File: config.mk
export PLATFORM = sky130hd
export DESIGN_NAME = mult_share_ctrl_flat
export DESIGN_NICKNAME = d
export VERILOG_FILES = /design/src/rtl/mult_share_ctrl_if.sv /design/src/rtl/mult_share_ctrl.sv /design/src/flat_wrapper.sv
export SDC_FILE = /design/constraint.sdc
export NUM_CORES = 1
export LEC_CHECK = 0
export ABC_AREA = 1
export CORE_AREA = 8 8 88 90
export DETAILED_ROUTE_END_ITERATION = 12
export DIE_AREA = 0 0 96 98
export PLACE_DENSITY_LB_ADDON = 0.3
export REMOVE_ABC_BUFFERS = 1
export SYNTH_ARGS = -nofsm -noshare
export SYNTH_HDL_FRONTEND = slang
export SYNTH_SLANG_ARGS = --single-unit
File: constraint.sdc
create_clock -name clock -period 1.5 [get_ports clock]
set_input_delay 0.375 -clock clock [delete_from_list [all_inputs] [get_ports clock]]
set_output_delay 0.375 -clock clock [all_outputs]
set_load 0.005 [all_outputs]
File: src/rtl/mult_share_ctrl_if.sv
// mult_share_ctrl_if: request, response and multiplier-array signals of mult_share_ctrl.
// slave is the controller side; master is the front end / array / consumer side.
interface mult_share_ctrl_if #(
    parameter int unsigned WIDTH = 8
);
    // requester 0
    logic               req0_valid;
    logic               req0_ready;
    logic [WIDTH-1:0]   req0_m;
    logic [WIDTH-1:0]   req0_q;

    // requester 1
    logic               req1_valid;
    logic               req1_ready;
    logic [WIDTH-1:0]   req1_m;
    logic [WIDTH-1:0]   req1_q;

    // shared combinational array multiplier
    logic [WIDTH-1:0]   mul_m;
    logic [WIDTH-1:0]   mul_q;
    logic [2*WIDTH-1:0] mul_p;

    // tagged response channel
    logic               rsp_valid;
    logic               rsp_ready;
    logic [2*WIDTH-1:0] rsp_result;
    logic               rsp_id;

    modport slave (
        input  req0_valid, req0_m, req0_q,
        input  req1_valid, req1_m, req1_q,
        input  mul_p,
        input  rsp_ready,
        output req0_ready, req1_ready,
        output mul_m, mul_q,
        output rsp_valid, rsp_result, rsp_id
    );

    modport master (
        output req0_valid, req0_m, req0_q,
        output req1_valid, req1_m, req1_q,
        output mul_p,
        output rsp_ready,
        input  req0_ready, req1_ready,
        input  mul_m, mul_q,
        input  rsp_valid, rsp_result, rsp_id
    );
endinterface

File: src/rtl/mult_share_ctrl.sv
// mult_share_ctrl: arbitrates two requesters onto one combinational array multiplier,
// holds the registered operands for a settle window (multicycle path), captures the
// product and returns it on a tagged valid/ready response channel.
// Build option MULT_SHARE_RR_EN: round-robin grant on contention; when undefined,
// requester 0 has fixed priority.
module mult_share_ctrl #(
    parameter int unsigned WIDTH  = 8,
    parameter int unsigned SETTLE = 2
) (
    input  logic                    clock,
    input  logic                    resetn,
    mult_share_ctrl_if.slave        bus,
    output logic                    busy,
    output logic [15:0]             op_count
);

    localparam int unsigned PW         = 2 * WIDTH;
    localparam int unsigned CNT_W      = 4;
    // 0 behaves as 1; values beyond the counter range saturate at 15
    localparam int unsigned SETTLE_EFF = (SETTLE == 0) ? 1 : ((SETTLE > 15) ? 15 : SETTLE);
    localparam logic [CNT_W-1:0] CNT_LOAD = CNT_W'(SETTLE_EFF);

    typedef enum logic [1:0] {
        IDLE = 2'd0,
        WAIT = 2'd1,
        DONE = 2'd2
    } state_t;

    state_t             state;
    state_t             state_nxt;

    logic [CNT_W-1:0]   cnt;
    logic               last_grant;
    logic [WIDTH-1:0]   mul_m_r;
    logic [WIDTH-1:0]   mul_q_r;
    logic [PW-1:0]      result_r;
    logic               rsp_id_r;
    logic               rsp_valid_r;

    logic               grant_c;
    logic               accept_c;
    logic               capture_c;
    logic               take_c;

    // Arbitration: which requester would win if a request is accepted this cycle
    always_comb begin
        grant_c = 1'b0;
`ifdef MULT_SHARE_RR_EN
        if (bus.req0_valid && bus.req1_valid) begin
            grant_c = ~last_grant;
        end else begin
            grant_c = bus.req1_valid;
        end
`else
        grant_c = ~bus.req0_valid & bus.req1_valid;
`endif
    end

`ifndef MULT_SHARE_RR_EN
    // last_grant is still tracked in the fixed-priority build but does not steer the grant
    logic unused_last_grant;
    assign unused_last_grant = last_grant;
`endif

    // Next-state and per-cycle strobes
    always_comb begin
        state_nxt = state;
        accept_c  = 1'b0;
        capture_c = 1'b0;
        take_c    = 1'b0;
        case (state)
            IDLE: begin
                if (bus.req0_valid || bus.req1_valid) begin
                    accept_c  = 1'b1;
                    state_nxt = WAIT;
                end
            end
            WAIT: begin
                if (cnt == CNT_W'(1)) begin
                    capture_c = 1'b1;
                    state_nxt = DONE;
                end
            end
            DONE: begin
                if (bus.rsp_ready) begin
                    take_c    = 1'b1;
                    state_nxt = IDLE;
                end
            end
            default: begin
                state_nxt = IDLE;
            end
        endcase
    end

    // State register
    always_ff @(posedge clock or negedge resetn) begin
        if (!resetn) begin
            state <= IDLE;
        end else begin
            state <= state_nxt;
        end
    end

    // Operand launch, settle counter, product capture and completion count
    always_ff @(posedge clock or negedge resetn) begin
        if (!resetn) begin
            mul_m_r     <= '0;
            mul_q_r     <= '0;
            result_r    <= '0;
            rsp_id_r    <= 1'b0;
            rsp_valid_r <= 1'b0;
            busy        <= 1'b0;
            op_count    <= 16'd0;
            cnt         <= '0;
            last_grant  <= 1'b1;
        end else begin
            if (accept_c) begin
                mul_m_r    <= grant_c ? bus.req1_m : bus.req0_m;
                mul_q_r    <= grant_c ? bus.req1_q : bus.req0_q;
                rsp_id_r   <= grant_c;
                last_grant <= grant_c;
                cnt        <= CNT_LOAD;
            end else if (state == WAIT) begin
                cnt <= cnt - CNT_W'(1);
            end
            if (capture_c) begin
                result_r <= bus.mul_p;
            end
            if (take_c) begin
                op_count <= op_count + 16'd1;
            end
            rsp_valid_r <= (state_nxt == DONE);
            busy        <= (state_nxt != IDLE);
        end
    end

    // Ready is combinational and only ever offered to the winner in IDLE
    assign bus.req0_ready = accept_c & ~grant_c;
    assign bus.req1_ready = accept_c &  grant_c;

    assign bus.mul_m      = mul_m_r;
    assign bus.mul_q      = mul_q_r;
    assign bus.rsp_valid  = rsp_valid_r;
    assign bus.rsp_result = result_r;
    assign bus.rsp_id     = rsp_id_r;

`ifndef SYNTHESIS
    // Never accept from both requesters in the same cycle
    a_one_grant: assert property (@(posedge clock) disable iff (!resetn)
        !(bus.req0_ready && bus.req1_ready));

    // A stalled response keeps its payload
    a_rsp_stable: assert property (@(posedge clock) disable iff (!resetn)
        (bus.rsp_valid && !bus.rsp_ready) |=>
        (bus.rsp_valid && $stable(bus.rsp_result) && $stable(bus.rsp_id)));
`endif

endmodule
File: src/flat_wrapper.sv
// flat-port wrapper written by rule: the top's interface ports become plain ports
module mult_share_ctrl_flat 
#(
    parameter int unsigned WIDTH  = 8,
    parameter int unsigned SETTLE = 2
)
  (clock, resetn, busy, op_count, bus_req0_valid, bus_req0_m, bus_req0_q, bus_req1_valid, bus_req1_m, bus_req1_q, bus_mul_p, bus_rsp_ready, bus_req0_ready, bus_req1_ready, bus_mul_m, bus_mul_q, bus_rsp_valid, bus_rsp_result, bus_rsp_id);
  mult_share_ctrl_if #(.WIDTH(WIDTH)) bus_i ();
  input  logic clock;
  input  logic resetn;
  output logic busy;
  output logic [15:0] op_count;
  input wire logic [$bits(bus_i.req0_valid)-1:0] bus_req0_valid;
  input wire logic [$bits(bus_i.req0_m)-1:0] bus_req0_m;
  input wire logic [$bits(bus_i.req0_q)-1:0] bus_req0_q;
  input wire logic [$bits(bus_i.req1_valid)-1:0] bus_req1_valid;
  input wire logic [$bits(bus_i.req1_m)-1:0] bus_req1_m;
  input wire logic [$bits(bus_i.req1_q)-1:0] bus_req1_q;
  input wire logic [$bits(bus_i.mul_p)-1:0] bus_mul_p;
  input wire logic [$bits(bus_i.rsp_ready)-1:0] bus_rsp_ready;
  output wire logic [$bits(bus_i.req0_ready)-1:0] bus_req0_ready;
  output wire logic [$bits(bus_i.req1_ready)-1:0] bus_req1_ready;
  output wire logic [$bits(bus_i.mul_m)-1:0] bus_mul_m;
  output wire logic [$bits(bus_i.mul_q)-1:0] bus_mul_q;
  output wire logic [$bits(bus_i.rsp_valid)-1:0] bus_rsp_valid;
  output wire logic [$bits(bus_i.rsp_result)-1:0] bus_rsp_result;
  output wire logic [$bits(bus_i.rsp_id)-1:0] bus_rsp_id;
  assign bus_i.req0_valid = bus_req0_valid;
  assign bus_i.req0_m = bus_req0_m;
  assign bus_i.req0_q = bus_req0_q;
  assign bus_i.req1_valid = bus_req1_valid;
  assign bus_i.req1_m = bus_req1_m;
  assign bus_i.req1_q = bus_req1_q;
  assign bus_i.mul_p = bus_mul_p;
  assign bus_i.rsp_ready = bus_rsp_ready;
  assign bus_req0_ready = bus_i.req0_ready;
  assign bus_req1_ready = bus_i.req1_ready;
  assign bus_mul_m = bus_i.mul_m;
  assign bus_mul_q = bus_i.mul_q;
  assign bus_rsp_valid = bus_i.rsp_valid;
  assign bus_rsp_result = bus_i.rsp_result;
  assign bus_rsp_id = bus_i.rsp_id;
  mult_share_ctrl #(.WIDTH(WIDTH), .SETTLE(SETTLE)) u_core (.clock(clock), .resetn(resetn), .bus(bus_i), .busy(busy), .op_count(op_count));
endmodule
==> results.py <==
metrics = {
    "sta": {
        "layout_min_cycle_time_ps": 1580,
        "finalClockSkew_ps": 5.78,
        "final-setup-viol-count": 2,
        "fmax_ghz": 0.633,
        "timing.slew.headroom_pct": 79.4,
        "setup_ws_ps": -79.1,
        "hold_viol_final": 0,
        "fin_crit_sh_pct": 105,
        "rsz0062_at_grt": "yes",
        "final_max_slew_viol_count": 0,
        "whs_ps": 32.0,
        "worstMarginPinSlew_ps": 309,
    },
    "floorplanning": {
        "io_pins": 106,
        "die_y_um": 98,
        "coreArea_sq_um": 6490,
        "die_w_um": 96,
        "initial_core_util_pct": 40.8,
        "dieArea_sq_um": 9410,
        "rows": 30,
    },
    "setup_path": {
        "critical_path_buf_inv_count": 3,
        "cp_max_fo": 2,
        "arrival_ps": 1200,
        "crit_top_cell": "buf_6",
        "cp-start-kind": "flip-flop",
        "required_ps": 1120,
        "end_kind": "primary output",
        "path_delay_family": "flip-flops",
        "path_cells": "nor2_4 > buf_6 > nand2_4 > inv_2 > buf_6",
        "max_stage_delay_ps": 400,
        "worst-setup-path-type": "reg2out",
        "slowest_stage": "dfrtp_1",
    },
    "global_routing": {
        "grt_pass1_wl_um": 12400,
        "antenna_found_initial": 0,
        "grt_pass1_vias": 2557,
        "grt_overflow": 0,
        "track_usage_pct": 17.0,
        "grt_max_degree": 58,
    },
    "synth": {
        "synth_warnings": 0,
        "yosys.cell_types.count": 30,
        "synth-edff-count": 0,
        "ys_seq_area_share_pct": 53.8,
        "ys_ff_latch": 57,
        "synth_area_sq_um": 2650,
        "synthesis.instances": 300,
        "synthArstFlopShare_pct": 100,
        "avgSynthCellArea_sq_um": 8.84,
        "synthDominantCellAreaShare_pct": 53.8,
        "yosysTopAreaCell": "dfrtp_1",
        "synth_ff_type": "dfrtp_1",
        "synthTopCellsByArea": "dfrtp_1, nand2_1, nand3_1",
    },
    "layout": {
        "syn2layout_area_growth_pct": 57.3,
        "final_common_cell": "nand2_1",
        "fin_nets": 499,
        "antenna_cells": 0,
        "final_cell_mix": "nand2_1, dfrtp_1, dlygate4sd2_1, clkdlybuf4s50_1, nand3_1",
        "drive_gt1_share_pct": 16.1,
        "final_area_sq_um": 4170,
    },
    "power_and_ir_drop": {
        "p_leak_uw": 0.00219,
        "p_switching_uw": 2290,
        "p_clk_share_pct": 22.1,
        "pwr-share-comb_pct": 40.6,
        "ir_drop_mv": 0.887,
        "power_density_nw_per_um2": 1550,
        "p_int_uw": 4190,
        "power_uw": 6470,
        "seq_power_share_pct": 37.3,
        "sw_frac_of_total_pct": 35.3,
    },
    "clock_tree": {
        "cts_root_buf": "clkbuf_8",
        "path_clk_slew_ps": 60,
        "tritoncts": "done",
        "clock_sinks": 57,
        "numCtsBuffers": 9,
        "cts_max_path_buffers": 2,
        "htreeDepth": 3,
        "clock_latency_ps": 330,
        "cts_hold_buffers": 0,
    },
    "placed_design": {
        "post_dp_cell_area_sq_um": 3840,
        "io_buffer_count": 105,
        "place_hpwl_um": 5580,
        "dp_slack_ps": -590,
        "routabilityCongestion": 0.812,
    },
    "drt": {
        "drt.antenna.violating_nets": 0,
        "via_per_inst": 4.82,
        "avgRoutedWirePerCell_um": 14.8,
        "dr.pass1.iters": 4,
        "vias": 2545,
        "drc_errors": 0,
        "wirelength_um": 7810,
        "drt_iter0_markers": 98,
    },
    "flow_run": {
        "cap_violations": 0,
    },
    "min_path": {
        "hold_path.class": "in2async",
    },
    "run_status": {
        "run_status": "finished, violations left",
        "violations": "setup timing",
    },
}
==> worst register-to-register path, cell delays in order (launching register included) <==
cell     delay [ps]
dfrtp_1         380
inv_1           110
ha_1            160
nand2_1          90
nor2_4          150
buf_4           150
nand2_8         100
nand2_1         100
nand2_1          50
==> worst paths after layout <==
kind,startpoint,endpoint,slack [ps],cells past startpoint
min in group clock,u_core.bus.rsp_id,u_core.bus.rsp_id,470,2
min reg2reg,u_core.bus.rsp_id,u_core.bus.rsp_id,470,2
max in group asynchronous,resetn,u_core.bus.rsp_result[11],1210,2
max reg2reg,u_core.cnt[1],u_core.bus.rsp_result[15],110,8
max,u_core.state[1],bus_req1_ready,-80,5
min,resetn,u_core.cnt[3],30,2
==> power by group through the flow <==
stage          logic, uW  registers, uW  clock network [uW]
5_1_grt             2950           2480                1540
3_5_place_dp        2810           2450                   0
3_3_place_gp        2740           2420                   0
6_report            2630           2420                1430
4_1_cts             2590           2410                1460
2_1_floorplan       1070           2480                   0
==> logic make-up after synthesis <==
kind of cell	synth area share [%]
simple gates	34.2
buf+inv	5.52
fa+ha+maj	1.42
flops	53.8
compound gates	1.79
xor+xnor	3.30
==> flip-flops by register name (all words and copies together) (netlist names), 2 cells and up <==
signal                 flops
u_core.bus.rsp_result     16
u_core.op_count           16
u_core.bus.mul_m           8
u_core.bus.mul_q           8
u_core.cnt                 4
u_core.state               2
==> cell usage after synthesis, types with 2 or more instances <==
cell        n
inv_2       3
inv_1      16
buf_2       2
nand4_1     4
nand2_4     2
xor2_1      5
nor2_4      4
ha_1        3
nand3b_1    4
nand3_1    39
o21ai_0     4
nand2_2     2
buf_4       2
dfrtp_1    57
inv_4       2
nand2_1   122
buf_6       2
nor3_1      2
xnor2_1     5
nor2_1     10
==> area by class of cell <==
cell class                 count  area, sq um
fill                         571         2320
sequential                    57         1430
timing repair buffer         139         1260
multi-input combinational    215         1100
clock buffer                  11          141
tap                           80          100
inverter                      21         83.8
clock inverter                 5         55.1
==> repair_timing <==
action,4_1_cts,5_1_grt
resized for setup,68,3
gates cloned,0,1
setup endpoints to repair,56,6
setup buffers,17,4
pin swaps,4,2
==> metal layers <==
metal	track usage, %	wire [um]
met1	18.8	3040
met2	27.8	4020
met3	5.91	601
met4	8.28	139
met5	0	0
==> metrics by stage <==
| stage | instances | setup TNS (ps) | utilization [%] |
|---|---|---|---|
| 3_3_place_gp | 491 | -8190 | 59.2 |
| 2_1_floorplan | 293 | 0 | - |
| 3_5_place_dp | 491 | -8650 | 59.2 |
| 6_report | 528 | -144 | 64.2 |
| 5_1_grt | 528 | -267 | 64.2 |
| 4_1_cts | 524 | -199 | 63.5 |
Note: power is estimated with default switching activity, not from simulation.
